===== config.mk =====
export PLATFORM = sky130hd
export DESIGN_NAME = pulse_event_arbiter
export DESIGN_NICKNAME = d
export VERILOG_FILES = /design/src/rtl/pulse_event_arbiter.sv
export SDC_FILE = /design/constraint.sdc
export NUM_CORES = 2
export LEC_CHECK = 0
export ABC_AREA = 1
export CAP_MARGIN = 20
export CORE_ASPECT_RATIO = 2
export CORE_MARGIN = 1
export CORE_UTILIZATION = 26
export DETAILED_ROUTE_END_ITERATION = 6
export GPL_TIMING_DRIVEN = 1
export PLACE_DENSITY = 0.47
export SLEW_MARGIN = 10
export SYNTH_ARGS = -nofsm -noshare
export SYNTH_HDL_FRONTEND = slang
export SYNTH_SLANG_ARGS = --single-unit

===== constraint.sdc =====
create_clock -name clk -period 6 [get_ports clk]
set_input_delay 0.6 -clock clk [delete_from_list [all_inputs] [get_ports clk]]
set_output_delay 0.6 -clock clk [all_outputs]
set_load 0.05 [all_outputs]

===== src/rtl/pulse_event_arbiter.sv =====
// pulse_event_arbiter
//   Captures rising edges of N_CH filtered pulse levels, timestamps each one
//   against a free-running cycle counter, and presents them one at a time on a
//   shared valid/ready event port using round-robin arbitration. A channel
//   that rises again while its previous event is still waiting has the new
//   edge dropped and its sticky lost flag set.
// Ports
//   clk, rst     clock, synchronous active-high reset
//   pulse_filt   filtered pulse levels (synchronous to clk)
//   enable       global capture enable; pending events still drain when 0
//   ch_mask      per-channel capture enable
//   lost_clr     single-cycle pulse clearing lost_flags
//   evt_valid    event presented on evt_ch / evt_ts
//   evt_ready    consumer accepts when evt_valid & evt_ready
//   evt_ch       channel index of the presented event
//   evt_ts       timestamp of that channel's rising edge
//   lost_flags   sticky per-channel edge-dropped flags
module pulse_event_arbiter #(
    parameter int N_CH  = 32,
    parameter int IDX_W = 5,
    parameter int TS_W  = 32
) (
    input  logic              clk,
    input  logic              rst,
    input  logic [N_CH-1:0]   pulse_filt,
    input  logic              enable,
    input  logic [N_CH-1:0]   ch_mask,
    input  logic              lost_clr,
    output logic              evt_valid,
    input  logic              evt_ready,
    output logic [IDX_W-1:0]  evt_ch,
    output logic [TS_W-1:0]   evt_ts,
    output logic [N_CH-1:0]   lost_flags
);

    typedef enum logic [0:0] {IDLE, SEND} state_t;

    state_t            state;
    logic [TS_W-1:0]   ts_cnt;
    logic [N_CH-1:0]   prev;
    logic              prime;
    logic [N_CH-1:0]   pending;
    logic [TS_W-1:0]   ts_q [N_CH];
    logic [IDX_W-1:0]  rr_ptr;

    logic [N_CH-1:0]   cap;
    logic [N_CH-1:0]   lost_new;
    logic [N_CH-1:0]   gnt_vec;
    logic              gnt_found;
    logic [IDX_W-1:0]  gnt_idx;
    logic              do_grant;

    // prime masks edges in the first cycle after reset so that levels already
    // high at reset release never look like rising edges.
    assign cap = {N_CH{prime & enable}} & pulse_filt & ~prev & ch_mask;

    // Round-robin search starting just after the last granted channel.
    always_comb begin : find_grant
        int unsigned j;
        j         = 0;
        gnt_found = 1'b0;
        gnt_idx   = '0;
        for (int unsigned k = 1; k <= N_CH; k++) begin
            j = (32'(rr_ptr) + k) % N_CH;
            if (!gnt_found && pending[j]) begin
                gnt_found = 1'b1;
                gnt_idx   = IDX_W'(j);
            end
        end
    end

    // The output slot is free when idle or when the presented event is taken.
    assign do_grant = gnt_found && ((state == IDLE) || evt_ready);

    always_comb begin
        gnt_vec = '0;
        if (do_grant) gnt_vec[gnt_idx] = 1'b1;
    end

    // A granted channel counts as cleared, so a same-cycle capture wins.
    assign lost_new = cap & pending & ~gnt_vec;

    always_ff @(posedge clk) begin
        if (rst) begin
            state      <= IDLE;
            ts_cnt     <= '0;
            prev       <= '0;
            prime      <= 1'b0;
            pending    <= '0;
            rr_ptr     <= IDX_W'(N_CH - 1);
            evt_valid  <= 1'b0;
            evt_ch     <= '0;
            evt_ts     <= '0;
            lost_flags <= '0;
            for (int unsigned i = 0; i < N_CH; i++) ts_q[i] <= '0;
        end else begin
            ts_cnt     <= ts_cnt + 1'b1;
            prime      <= 1'b1;
            prev       <= pulse_filt;
            lost_flags <= (lost_flags & ~{N_CH{lost_clr}}) | lost_new;
            pending    <= (pending & ~gnt_vec) | cap;
            for (int unsigned i = 0; i < N_CH; i++) begin
                if (cap[i] && !lost_new[i]) ts_q[i] <= ts_cnt;
            end

            if (do_grant) begin
                evt_ch    <= gnt_idx;
                evt_ts    <= ts_q[gnt_idx];
                rr_ptr    <= gnt_idx;
                evt_valid <= 1'b1;
                state     <= SEND;
            end else if (state == SEND && evt_ready) begin
                evt_valid <= 1'b0;
                state     <= IDLE;
            end
        end
    end

endmodule

# [Yosys cells after proc, flatten, opt, wreduce, memory -nomap -nowiden]
# Memories as Yosys holds them, arrays and structs flattened. A register that Yosys moved wholly into a read port is not among the register bits.
# Index checks and enable logic that the tools add are counted.
[totals] latchBits=0 output_inout_bits=70 in_bits=69 memories=1 ff_bits=140 romBits=0 ramBits=1024 elab_cells=517
[mem_list] name="ts_q" words=32 width=32 rd=1 rd_ports_with_merged_regs=1 write_ports=32 line_no="43" rtl="logic [TS_W-1:0] ts_q [N_CH];"
[op_classes] n_div=0 mux=264 n_lt_le_gt_ge=34 n_bitwise=46 n_reduce_logical=131 n_shift=0 n_eq_ne=0 mul=0 add_sub_neg=33
[op_table] operator="2-to-1 mux 32 bit" count=33
[op_table] operator="bitwise AND 32 bit" count=7
[op_table] operator="less-than comparator 5 x 6 -> 1 bit, second input constant" count=33
[op_table] operator="2-to-1 mux 1 bit" count=166
[op_table] operator="binary-select mux 1 bit (select 5 bit)" count=32
[op_table] operator="2-to-1 mux 5 bit" count=32
[op_table] operator="NOT 32 bit" count=3
[op_table] operator="adder 5 bit, second input constant" count=16
[op_table] operator="logical AND 1 bit" count=66
[op_table] operator="bitwise OR 32 bit" count=2
[op_table] operator="zero test 1 bit" count=63
[op_table] operator="adder 5 x 4 -> 5 bit, second input constant" count=8
[op_table] operator="adder 32 x 1 -> 32 bit, second input constant" count=1
[op_table] operator="bitwise OR 1 bit" count=32
[op_table] operator="adder 5 x 3 -> 5 bit, second input constant" count=4
[op_table] operator="adder 5 x 1 -> 5 bit, second input constant" count=2
[op_table] operator="adder 5 x 2 -> 5 bit, second input constant" count=2
[op_table] operator="demux 1 bit (select 5 bit)" count=1
[op_table] operator="greater-or-equal comparator 5 x 1 -> 1 bit, second input constant" count=1
[op_table] operator="nonzero test 2 bit" count=1
[op_table] operator="bitwise AND 1 bit" count=1
[op_table] operator="logical OR 1 bit" count=1
[op_table] operator="NOT 1 bit" count=1

# [Depth between registers and ports, before layout]
[depth] word_depth=110 depth_mapped=47 mapped_depth_nobuf=43

# [Worst setup path after synthesis]
# No wires, ideal clock.
[synth_timing] path_kind="flip-flop to flip-flop" startpoint="reg rr_ptr[1]" endpoint="mem ts_q[15][0] (enable)" path_slack_ns=-0.349 synth_period_minus_slack_ns=6.349 t_arrival_ns=5.959 path_stages_with_launch=39 path_buffers=5 cell_sequence="dfxtp_1 buf_4 inv_2 buf_2 buf_2 ha_1 clkinv_1 buf_6 nand3_1 nand3_1 nand3_1 nand3_2 nand2_4 nor2_8 nand4_2 nor2_4 nand4_4 nor2_4 (+3 left out) nor2_4 nand4_4 nor2_4 nand4_2 nor2_4 nand4_4 nor2_8 nand3_4 nand3_4 nand2_2 clkinv_2 nand2_2 nor2_4 inv_2 o21ai_4 nand2_2 buf_4 nand2_1"
[synth_lines] element="start: declaration" line_no="44" rtl="logic [IDX_W-1:0] rr_ptr;"
[synth_lines] element="start signal: assignment" line_no="90" rtl="rr_ptr <= IDX_W'(N_CH - 1);"
[synth_lines] element="start signal: assignment" line_no="109" rtl="rr_ptr <= gnt_idx;"
[synth_lines] element="end: declaration" line_no="43"

==> metrics.md <==
| Metric | Value |
|---|---|
| Outcome | finished, final reports clean |
| Synth warn | 0 |
| Routed Antenna Nets | 0 |
| Ratio of cells with drive above 1 in the final layout | between 15 and 20% |
| Residual DRC | 0 |
| Worst hold-check path type | primary input to flip-flop |
| Fmax | 0.1707 GHz |
| CP arrival | 6.30 ns |
| Yosys top cell area share | 53.05% |
| Buffers on Ports | 138 |
| Final hold violation count | 0 |
| Syn Nets | 6713 |
| Cell taking the most area after synthesis | edfxtp_1 |
| CP Data Required Time | 6.44 ns |
| Worst-skew pair later-pin latency | 0.73 ns |
| Syn Area/Cell | 8.742 um^2 |
| Max Cap Viol | 0 |
| Drt wl/cell | 23.18 um |
| Drt total wl | 237500 um |
| Die Y | 669.7 um |
| Vias in the first global route | 47120 |
| Endpoints failing setup | 0 |
| Core area | 221000 um^2 |
| Fin cells | 10250 |
| Worst setup EP type | flip-flop |
| Max transition margin | ~22% |
| Max stage delay on crit path | ~0.39 ns |
| Die Span X | 335.9 um |
| Flops & latches, synth | roughly 1200 |
| First-pass GRT wire length | 330400 um |
| Worst-path clk slew | 0.07 ns |
| Crit path top cell by count | nor2_4 |
| Cell family with most CP delay | simple AND/OR/NAND/NOR gates |
| Crit path max-delay cell type | dfxtp_4 |
| Ranking of synthesized cells by area | edfxtp_1, nand2_1, nor2_1 |
| Final nets | 7284 |
| GPL Wtd Cong | 0.9787 |
| Total grt overflow | 0 |
| Clk sinks | 1196 |
| FILL cells | 23060 |
| Largest net degree at the start of global routing | 82 |
| Minimum clock period | 5.858 ns |
| Num rows | between 200 and 250 |
| # IOs | ~140 |
| Placed cell count | 9955 |
| Clock skew | 0.03232 ns |
| DP HPWL | 159200 um |
| Initial Utilization | 26.22% |
| Worst hold margin | 0.2909 ns |
| Post-synthesis sequential area ratio | 59.00% |
| Post-Syn Area | roughly 58000 um^2 |
| Area growth syn-to-layout | 25.66% |
| CTS tree | built |
| Via density per instance | 4.647 |
| Crit Path Class | flip-flop to flip-flop |
| Buf/Inv on CP | 10 |
| Synth unique cells | 57 |
| 1st-iter DRT viols | about 3400 |
| Root Buffer | clkbuf_16 |
| CP Max Fanout | 10 |
| Critical Path Start Type | flip-flop |
| Num CTS Buffers | 107 |
| Worst slew pin tran | 1.157 ns |
| Unrepaired setup endpoints after global routing | true |
| Vias | 47610 |
| Post-synth EDFFs | 1024 |
| Ys async rst share | 0% |
| GR Util All Layers | roughly 20% |
| Synthesized instance count | 6630 |
| Clock Path Buffers | 3 |
| Top_reg_cell synth | edfxtp_1 |
| Max-slew violations | 0 |
| Die ar. | 224900 um^2 |
| H-tree levels | 3 |
| Final worst path period share | a little over nine tenths |
| Antenna violations before repair | 2 |
| 1st-pass router iterations | 6 |
[sequential cells by signal, summed over array words and instances, names as in the netlist]
| signal | cells |
|---|---|
| state | 1 |
| pending | 32 |
| evt_ch | 5 |
| rr_ptr | 5 |
| ts_q | 1024 |
| lost_flags | 32 |
| prev | 32 |
| ts_cnt | 32 |
| evt_ts | 32 |
| prime | 1 |
[placed cells by master (no fill, tap or decap), types with 105 or more instances in the layout]
cell	synthesis	layout
dfxtp_1	172	169
buf_12	0	105
nand2_1	2693	2613
clkdlybuf4s50_1	0	137
nand3_1	665	614
edfxtp_1	1024	1024
nor2_1	938	913
buf_4	55	525
clkbuf_16	0	125
inv_1	272	269
[layout make-up]
type	instances	area (um^2)	area share [%]
sequential	1196	34200	46.96
clock inverter	62	534.3	0.7336
timing repair buffer	854	9100	12.49
inverter	321	1225	1.682
antenna	1	2.502	0.003436
multi-input combinational	4721	21110	28.99
clock buffer	138	2959	4.063
tap	2952	3694	5.071
[path summary, 6_finish.rpt]
| check | startpoint | to | slack (ns) | cells after the start |
|---|---|---|---|---|
| max | rr_ptr[0] | ts_q[23][21] | 0.14 | 39 |
| min | rst | prev[30] | 0.29 | 2 |
| min reg2reg | ts_cnt[0] | ts_cnt[0] | 0.46 | 1 |
| max reg2reg | rr_ptr[0] | ts_q[23][21] | 0.14 | 39 |
[synthesized netlist by cell type, drive strengths merged, types with 36 or more instances]
cell type	count
nor3	36
edfxtp	1024
o21ai	91
nand2	2718
nand4	41
a21oi	75
dfxtp	172
buf	306
nor2	990
inv	287
clkbuf	77
nand3	671
[metal layers]
metal,vias to the layer above,GRT usage [%],share of wire [%]
met5,-,0,0
met2,1298,39.41,54
met4,0,12.30,7.6
met1,23240,20.55,35
met3,468,1.836,3.5
li1,22600,-,-
[worst register-to-register path: cells and delay by family (launching register included)]
kind | cells | cell delay [ns]
adders and majority gates | 1 | 0.32
buffers and inverters | 10 | 1.36
AOI/OAI and AO/OA | 1 | 0.17
and+or+nand+nor | 27 | 3.23
DFF | 1 | 0.39
[through the flow]
step / cell area [um^2] / setup WS (ns) / setup TNS [ns] / utilization, %
after CTS: 71450 / -0.04321 / -2.264 / 32.33
final: 72830 / 0.1419 / 0 / 32.95
after floorplan: 58090 / -0.3007 / -37.74 / -
after global routing: 72830 / -0.1332 / -61.83 / 32.95
after global placement: 66670 / -0.5428 / -442.15 / 30.16
after detailed placement: 66680 / -0.5499 / -368.32 / 30.17
[cell families (layout without fill, tap and decap cells)]
kind of cell | Yosys count | in the layout | share of synthesized area, %
and+or+nand+nor | 4478 | 4478 | 31.61
DFF | 1196 | 1196 | 59.00
buffers and inverters | 713 | 1375 | 6.584
AOI/OAI and AO/OA | 209 | 209 | 2.109
xor gates and xnor gates | 20 | 20 | 0.3994
adders and majority gates | 14 | 14 | 0.3022
other | 0 | 1 | 0
[what timing repair did]
item / in CTS / in global routing
resized for setup: 133 / 180
pin swaps: 27 / 74
gates cloned: 16 / 19
hold buffers: 0 / 0
endpoints found under the setup margin: 1612 / 1641
setup buffers: 30 / 26
hold endpoints to repair: 0 / 0
Power is left out: the tool's default activity adds up to more than one toggle a clock period on the data nets, which glitch-free logic cannot reach.
